`src/rtl/spike_rate_monitor.sv`:
```
// Spike rate monitor: counts rising edges of a LIF spike over a programmable window
// and tracks the latest inter-spike interval, reporting {rate, isi} on a valid/ready port.
module spike_rate_monitor #(
  parameter int WIN_W = 8,
  parameter int CNT_W = 8,
  parameter int ISI_W = 8
) (
  input  logic             clk,
  input  logic             rst_n,
  input  logic             enable,
  input  logic             spike_in,
  input  logic [WIN_W-1:0] window_len,
  output logic [CNT_W-1:0] rate_out,
  output logic [ISI_W-1:0] isi_out,
  output logic             out_valid,
  input  logic             out_ready,
  output logic             window_tick,
  output logic             overrun
);

  typedef enum logic {IDLE, COUNT} state_t;

  state_t state, state_nxt;

  logic             spike_d;
  logic [WIN_W-1:0] rem;
  logic [CNT_W-1:0] cnt;
  logic [ISI_W-1:0] isi_cnt;
  logic [ISI_W-1:0] isi_last;
  logic             isi_seen;

  logic             ev;
  logic             counting;
  logic             close;
  logic             accept;
  logic             load;
  logic [CNT_W-1:0] cnt_inc;
  logic [ISI_W-1:0] isi_cnt_inc;
  logic [ISI_W-1:0] isi_result;

  always_ff @(posedge clk or negedge rst_n) begin
    if (!rst_n) state <= IDLE;
    else        state <= state_nxt;
  end

  always_comb begin
    state_nxt = state;
    case (state)
      IDLE:    if (enable)  state_nxt = COUNT;
      COUNT:   if (!enable) state_nxt = IDLE;
      default: state_nxt = IDLE;
    endcase
  end

  // An edge on the close cycle still belongs to the closing window's count and ISI.
  always_comb begin
    ev          = spike_in & ~spike_d;
    counting    = (state == COUNT) && enable;
    close       = counting && (rem == '0);
    accept      = out_valid && out_ready;
    load        = close && (!out_valid || out_ready);
    cnt_inc     = (ev && (cnt != '1)) ? cnt + CNT_W'(1) : cnt;
    isi_cnt_inc = (isi_cnt != '1) ? isi_cnt + ISI_W'(1) : isi_cnt;
    isi_result  = ev ? (isi_seen ? isi_cnt : '0) : isi_last;
  end

  always_ff @(posedge clk or negedge rst_n) begin
    if (!rst_n) begin
      spike_d  <= 1'b0;
      rem      <= '0;
      cnt      <= '0;
      isi_cnt  <= '0;
      isi_last <= '0;
      isi_seen <= 1'b0;
    end else begin
      spike_d <= spike_in;
      if (counting) begin
        cnt <= close ? '0 : cnt_inc;
        rem <= close ? window_len : rem - WIN_W'(1);
        if (ev) begin
          isi_last <= isi_seen ? isi_cnt : '0;
          isi_cnt  <= ISI_W'(1);
          isi_seen <= 1'b1;
        end else if (isi_seen) begin
          isi_cnt <= isi_cnt_inc;
        end
      end else begin
        rem      <= (state == IDLE && enable) ? window_len : '0;
        cnt      <= '0;
        isi_cnt  <= '0;
        isi_last <= '0;
        isi_seen <= 1'b0;
      end
    end
  end

  // One-deep result slot; a full, unaccepted slot keeps its data and flags overrun.
  always_ff @(posedge clk or negedge rst_n) begin
    if (!rst_n) begin
      rate_out    <= '0;
      isi_out     <= '0;
      out_valid   <= 1'b0;
      window_tick <= 1'b0;
      overrun     <= 1'b0;
    end else begin
      window_tick <= close;
      if (load) begin
        rate_out  <= cnt_inc;
        isi_out   <= isi_result;
        out_valid <= 1'b1;
      end else if (accept) begin
        out_valid <= 1'b0;
      end
      if (state == IDLE && enable) overrun <= 1'b0;
      else if (close && !load)     overrun <= 1'b1;
    end
  end

endmodule

```
`config.mk`:
```
export PLATFORM = sky130hd
export DESIGN_NAME = spike_rate_monitor
export DESIGN_NICKNAME = d
export VERILOG_FILES = /design/src/rtl/spike_rate_monitor.sv
export SDC_FILE = /design/constraint.sdc
export NUM_CORES = 1
export LEC_CHECK = 0
export ABC_AREA = 1
export CORE_ASPECT_RATIO = 1.4
export CORE_MARGIN = 2
export CORE_UTILIZATION = 55
export DETAILED_ROUTE_END_ITERATION = 10
export GPL_TIMING_DRIVEN = 1
export PLACE_DENSITY = 0.86
export SETUP_SLACK_MARGIN = 0.02
export SLEW_MARGIN = 40
export SYNTH_ARGS = -nofsm -noshare
export SYNTH_HDL_FRONTEND = slang
export SYNTH_SLANG_ARGS = --single-unit
```
`constraint.sdc`:
```
create_clock -name clk -period 1.6 [get_ports clk]
set_input_delay 0.16 -clock clk [delete_from_list [all_inputs] [get_ports clk]]
set_output_delay 0.16 -clock clk [all_outputs]
set_load 0.01 [all_outputs]
```
==> Yosys cells after proc, flatten, opt, wreduce, memory -nomap -nowiden <==
Cells that the tools add are included.
W data, S select, Z words.
{ "classes": {"n_addsub": 3, "multipliers": 0, "div_mod_pow": 0, "order_cmp": 0, "n_eq_ne": 5, "shifts": 0, "n_mux": 20, "n_bitwise": 3, "n_reduce_logical": 14} }
{ "op_table": {"columns": ["cell", "count"], "rows": [
  ["$mux W8", 13],
  ["$add A8 B1 Y8 const B", 2],
  ["$ne A8 B8 Y1 const B", 2],
  ["$logic_not A8 Y1", 1],
  ["$sub A8 B1 Y8 const B", 1],
  ["$logic_and A1 B1 Y1", 7],
  ["$mux W1", 7],
  ["$reduce_bool A2 Y1", 2],
  ["$ne A3 B2 Y1 const B", 1],
  ["$ne A3 B3 Y1 const B", 1],
  ["$logic_not A1 Y1", 2],
  ["$ne A2 B2 Y1 const B", 1],
  ["$not A1 Y1", 2],
  ["$reduce_and A2 Y1", 1],
  ["$and A1 B1 Y1", 1],
  ["$logic_or A1 B1 Y1", 1]
]} }
{ "word_totals": {"reg_bits": 54, "latch_bits": 0, "ram_bits": 0, "mem_bits_ro": 0, "inputBits": 13, "out_inout_bits": 19, "elab_cells": 57, "memories": 0} }

==> Logic depth before layout (Yosys ltp) <==
{ "logic_depth": {"depth_word": 7, "ltp_mapped": 10, "depth_no_buf": 9} }

==> Worst setup path before layout <==
Ideal clock, no wire load.
{ "synth_timing": {"kind": "register to register", "start": "register isi_cnt[0]", "end": "register isi_cnt[3]", "setup_ns": 0.077, "t_arrival_ns": 1.271, "t_required_ns": 1.523, "setup_slack_ns": 0.252, "path_stages_with_launch": 9, "path_buffers": 0, "synth_period_minus_slack_ns": 1.348, "path_cell_list": "dfrtp_1 -> ha_1 -> nand3_1 -> inv_1 -> nand2_1 -> nand2_1 -> nand2_1 -> nand2_1 -> a21oi_1"} }
{ "synth_between": {"elab_chain_len": 5, "elab_cells_between_ends": 8, "classes_between": "1 x add/sub; 2 x eq/ne; 4 x mux; 1 x reduce/logical"} }
{ "synth_lines": {"columns": ["element", "line_no", "source"], "rows": [
  ["start: declaration", "28", "logic [ISI_W-1:0] isi_cnt;"],
  ["start signal: assignment", "85", "isi_cnt <= isi_cnt_inc;"],
  ["$add A8 B1 Y8", "63", "isi_cnt_inc = (isi_cnt != '1) ? isi_cnt + ISI_W'(1) : isi_cnt;"],
  ["$mux W8", "63", null],
  ["$mux W8", "84", "end else if (isi_seen) begin"],
  ["$mux W8", "80", "if (ev) begin"],
  ["$mux W8", "77", "if (counting) begin"]
]} }
Parallel ways exist; a longest one is shown, timed or not. The select of a mux whose other input is x is not followed.
A chain may end at the register's enable or synchronous reset.

==> Final worst setup path <==
{ "layout_timing": {"start": "register rem[0]", "end": "register rate_out[1]"} }
{ "layout_between": {"elab_chain_len": 3} }
{ "layout_lines": {"columns": ["element", "line_no", "source"], "rows": [
  ["start: declaration", "26", "logic [WIN_W-1:0] rem;"],
  ["start signal: assignment", "79", "rem <= close ? window_len : rem - WIN_W'(1);"],
  ["start signal: assignment", "88", "rem <= (state == IDLE && enable) ? window_len : '0;"],
  ["$logic_not A8 Y1", "59", "close = counting && (rem == '0);"],
  ["$logic_and A1 B1 Y1", "59", null],
  ["net close", "34", "logic close;"],
  ["$logic_and A1 B1 Y1", "61", "load = close && (!out_valid || out_ready);"],
  ["end signal: assignment", "108", "rate_out <= cnt_inc;"],
  ["end: declaration", "13", "output logic [CNT_W-1:0] rate_out,"]
]} }
The timed path passes the listed nets, and every way through them passes these cells.

==> run summary <==
The flow ran to the end, and the final reports show no timing, DRC or antenna violations. The number of top-level pins is 32. STA classifies the critical path endpoint as a register.

The wire-length estimate of the detail-placed layout is 3910 um. The cell with the most instances after synthesis is sky130_fd_sc_hd__nand2_1. From synthesis to final layout, the design area changed by 21.6%. Internal power comes to 1.92 mW. Summing all placed instances gives a cell area of 3160 um2. In the routed design, unresolved DRC markers number 0. The final RePlAce weighted congestion came out at 0.835. During placement, the flow inserted port buffers numbering 31. Across all setup checks in the final design, the least slack found is 144 ps. On the worst path, the slowest cell contributes a delay of 390 ps. The worst IR drop on VDD is 0.714 mV. In this run the number of H-tree levels came out at 2.

The residual overflow from global routing came out at 0. The number of global-route vias before repair came out at 2224. Data arrives at the worst endpoint at 1650 ps. The number of standard cells after synthesis came out at 337.

The final period utilization came out at 91.0%. TritonCTS built the clock tree. In this design, the largest share of critical-path delay is due to simple AND/OR/NAND/NOR gates.

Of all cell types, the one taking the most synthesized area is sky130_fd_sc_hd__dfrtp_1. The number of setup buffers added after CTS is 0. The post-place setup slack came out at -85.0 ps. The critical path data required time came out at 1790 ps. The sequential element share of the synthesized area is 50.2%.

The number of detailed-route iterations in the first pass came out at 4. In this run, synthesis inferred 0 flip-flops with an integrated enable. The root buffer cell is sky130_fd_sc_hd__clkbuf_8. The number of DRC markers after the initial detailed-route iteration came out at 93. The routed length per placed instance is 12.1 um.

The clock latency of the later-clocked register in the worst-skew pair is 300 ps. In this run the most critical hold path is launched from spike_in. The clock slew seen by the registers of the worst setup and hold paths is 90 ps. The signal on the critical path passes through inv_1 > ha_1 > nand3_1 > inv_1 > nand2_4 > inv_4 > nand2_8 > nand2_1 > o21ai_1. The vias per cell came out at 5.13.

The number of cell rows is 30. The count of different cell masters after synthesis came out at 23. Counting instances in the post-synthesis netlist gives the leading cell types as sky130_fd_sc_hd__nand2_1 (116), sky130_fd_sc_hd__dfrtp_1 (54), sky130_fd_sc_hd__inv_1 (34). The worst setup path is of the register to register kind. The worst path needs 1460 ps of the cycle, external delays included. A synthesized cell averages 7.98 um2. The final core utilization is 68.6%. The transition time of the tightest slew-check pin came out at 360 ps. The number of nets in the layout is 401. The number of cells in the finished layout apart from fillers came out at 448. The number of setup violations in the final report is 0.

The library cell appearing most often on the critical path is sky130_fd_sc_hd__inv_1. The effective utilization at floorplan is 56.4%. The overall die area is 5470 um2.

The number of cell instances on the worst register-to-register path is 9. The tightest min-delay check is of the input pin to register type. The placeable core area came out at 4770 um2. The logic depth of the worst path, buffers included is 9.

The minimum setup slack among reg-to-reg paths came out at 140 ps. The number of register bits inferred by synthesis came out at 54. The buffers plus inverters on the worst setup path is 3. By area the synthesized netlist is led by sky130_fd_sc_hd__dfrtp_1 (50%), sky130_fd_sc_hd__nand2_1 (16%), sky130_fd_sc_hd__nand3_1 (4.8%), sky130_fd_sc_hd__inv_1 (4.7%), sky130_fd_sc_hd__nor2_1 (4.2%).

The top cell type by area accounts for 50.2% of the synthesized area. The worst setup path is launched from a register. The power density of the placed cells came out at 805 nW/um2. The die boundary height came out at 86.8 um.

The fill cell instance count of the final layout came out at 386. The number of warnings printed during yosys synthesis came out at 0. The netlist area before placement is 2690 um2. Wires add up to 5410 um.

The global-route wire length before repair came out at 9480 um. The clock network power share is 27.2%. The worst-case headroom to the max-slew limit came out at 76.0%. Per report_power, the combinational group accounts for 16.5% of the total.

The accumulated negative setup slack came out at 0 ps. The worst register-to-register path ends at rate_out[1]. The highest attainable clock frequency is 687 MHz. The slowest cell on the critical path is sky130_fd_sc_hd__dfrtp_1.

The proportion of synthesized flip-flops having asynchronous set or reset came out at 100%. Max-cap violations in this run came to 0. The standby leakage power came out at 1.56 nW. The repair_antennas step left the layout with diodes totalling 0.

The share of total power dissipated in sequential elements is 56.3%. Setup repair after global routing left no endpoint under its margin. The ratio of cells with drive above 1 in the final layout came out at 12.8%.

The number of placed instances with taps included is 440. The final-report hold violation count is 0. The max-slew violation total from the final report came out at 0. The global-route usage over all layers is 21.9%.

The remaining antenna violation count came out at 0. The worst setup skew after layout came out at 3.01 ps. The startpoint identified for the worst register-to-register timing path is rem[0]. The cell area after layout is 3270 um2. The maximum count of clock buffers along a single path is 2.

The number of stages on the worst hold path is 1. The number of antenna violations at the first check in global routing came out at 0. The worst hold path terminates at spike_d. Tracing the worst setup path back leads to its startpoint at rem[0]. The maximum fanout along the worst path came out at 25. The tree built by TritonCTS fans out to 54 sinks. In this run switching power makes up 27.3% of total power.

The net switching power came out at 718 uW. The number of CTS-inserted buffers is 5. Entering global routing, the biggest net connects 55 pins.

The die is 63.1 um wide. The dominant register cell in the synthesized netlist is sky130_fd_sc_hd__dfrtp_1. The total nets after synthesis came out at 354. The routed layout has 2299 vias.
-- sequential cells by signal, indices dropped and copies added, names as in the netlist --
| name | count |
|---|---|
| rem | 8 |
| window_tick | 1 |
| isi_last | 8 |
| out_valid | 1 |
| overrun | 1 |
| cnt | 8 |
| rate_out | 8 |
| isi_cnt | 8 |
| spike_d | 1 |
| isi_out | 8 |
| state | 1 |
| isi_seen | 1 |
-- power by group through the flow --
| stage | Clock [mW] | Sequential (mW) | Combinational (mW) |
|---|---|---|---|
| floorplan | 0 | 1.50 | 0.234 |
| global placement | 0 | 1.50 | 0.416 |
| detailed placement | 0 | 1.50 | 0.431 |
| CTS | 0.731 | 1.48 | 0.433 |
| global route | 0.773 | 1.49 | 0.488 |
| finish | 0.716 | 1.48 | 0.435 |
-- cell families after synthesis --
group,share of synthesized area [%]
adder cells (fa/ha/maj),1.86
AO/OA/AOI/OAI,7.49
buffers and inverters,7.30
flip-flops,50.2
XOR/XNOR,1.95
AND/OR/NAND/NOR,31.2
-- metrics by stage --
step	hold slack (ps)	total power, mW
floorplan	-136	1.74
detailed placement	181	1.94
global placement	173	1.92
finish	326	2.63
global route	323	2.75
CTS	327	2.65
-- cell usage in the layout (no fill, tap or decap), drive strengths merged --
cell / instances
inv: 36
buf: 17
xor2: 4
a21oi: 12
dfrtp: 54
nand2: 123
nor3: 2
clkbuf: 5
nand4: 6
clkdlybuf4s50: 30
clkinv: 2
nor2: 36
nand3: 26
xnor2: 2
o21ai: 23
and2: 1
ha: 4
dlygate4sd3: 1
-- worst max-delay path by stage --
stage	to	slack, ps
floorplan	isi_cnt[3]	250
global placement	isi_out[2]	20
detailed placement	rate_out[1]	-80
CTS	isi_out[2]	70
global route	isi_cnt[3]	10
finish	rate_out[1]	140
-- area by class of cell --
type | count | area [um2] | share of cell area (%)
inverter | 36 | 138 | 4.21
sequential | 54 | 1350 | 41.3
tap | 64 | 80.1 | 2.45
timing repair buffer | 48 | 460 | 14.1
clock buffer | 5 | 68.8 | 2.10
multi-input combinational | 239 | 1160 | 35.6
clock inverter | 2 | 10.0 | 0.306
-- per-layer routing --
layer,share of wire (%),wire [um],global-route usage (%)
met5,0,0,0
met4,1.8,95,9.70
met3,3.2,174,3.12
met2,53,2880,40.6
met1,42,2260,24.7
-- timing repair --
action / CTS / global route
setup endpoints to repair: 0 / 22
hold buffers: 1 / 0
resized for setup: 0 / 5
endpoints found under the hold margin: 54 / 0
Note: power is estimated with default switching activity, not from simulation.
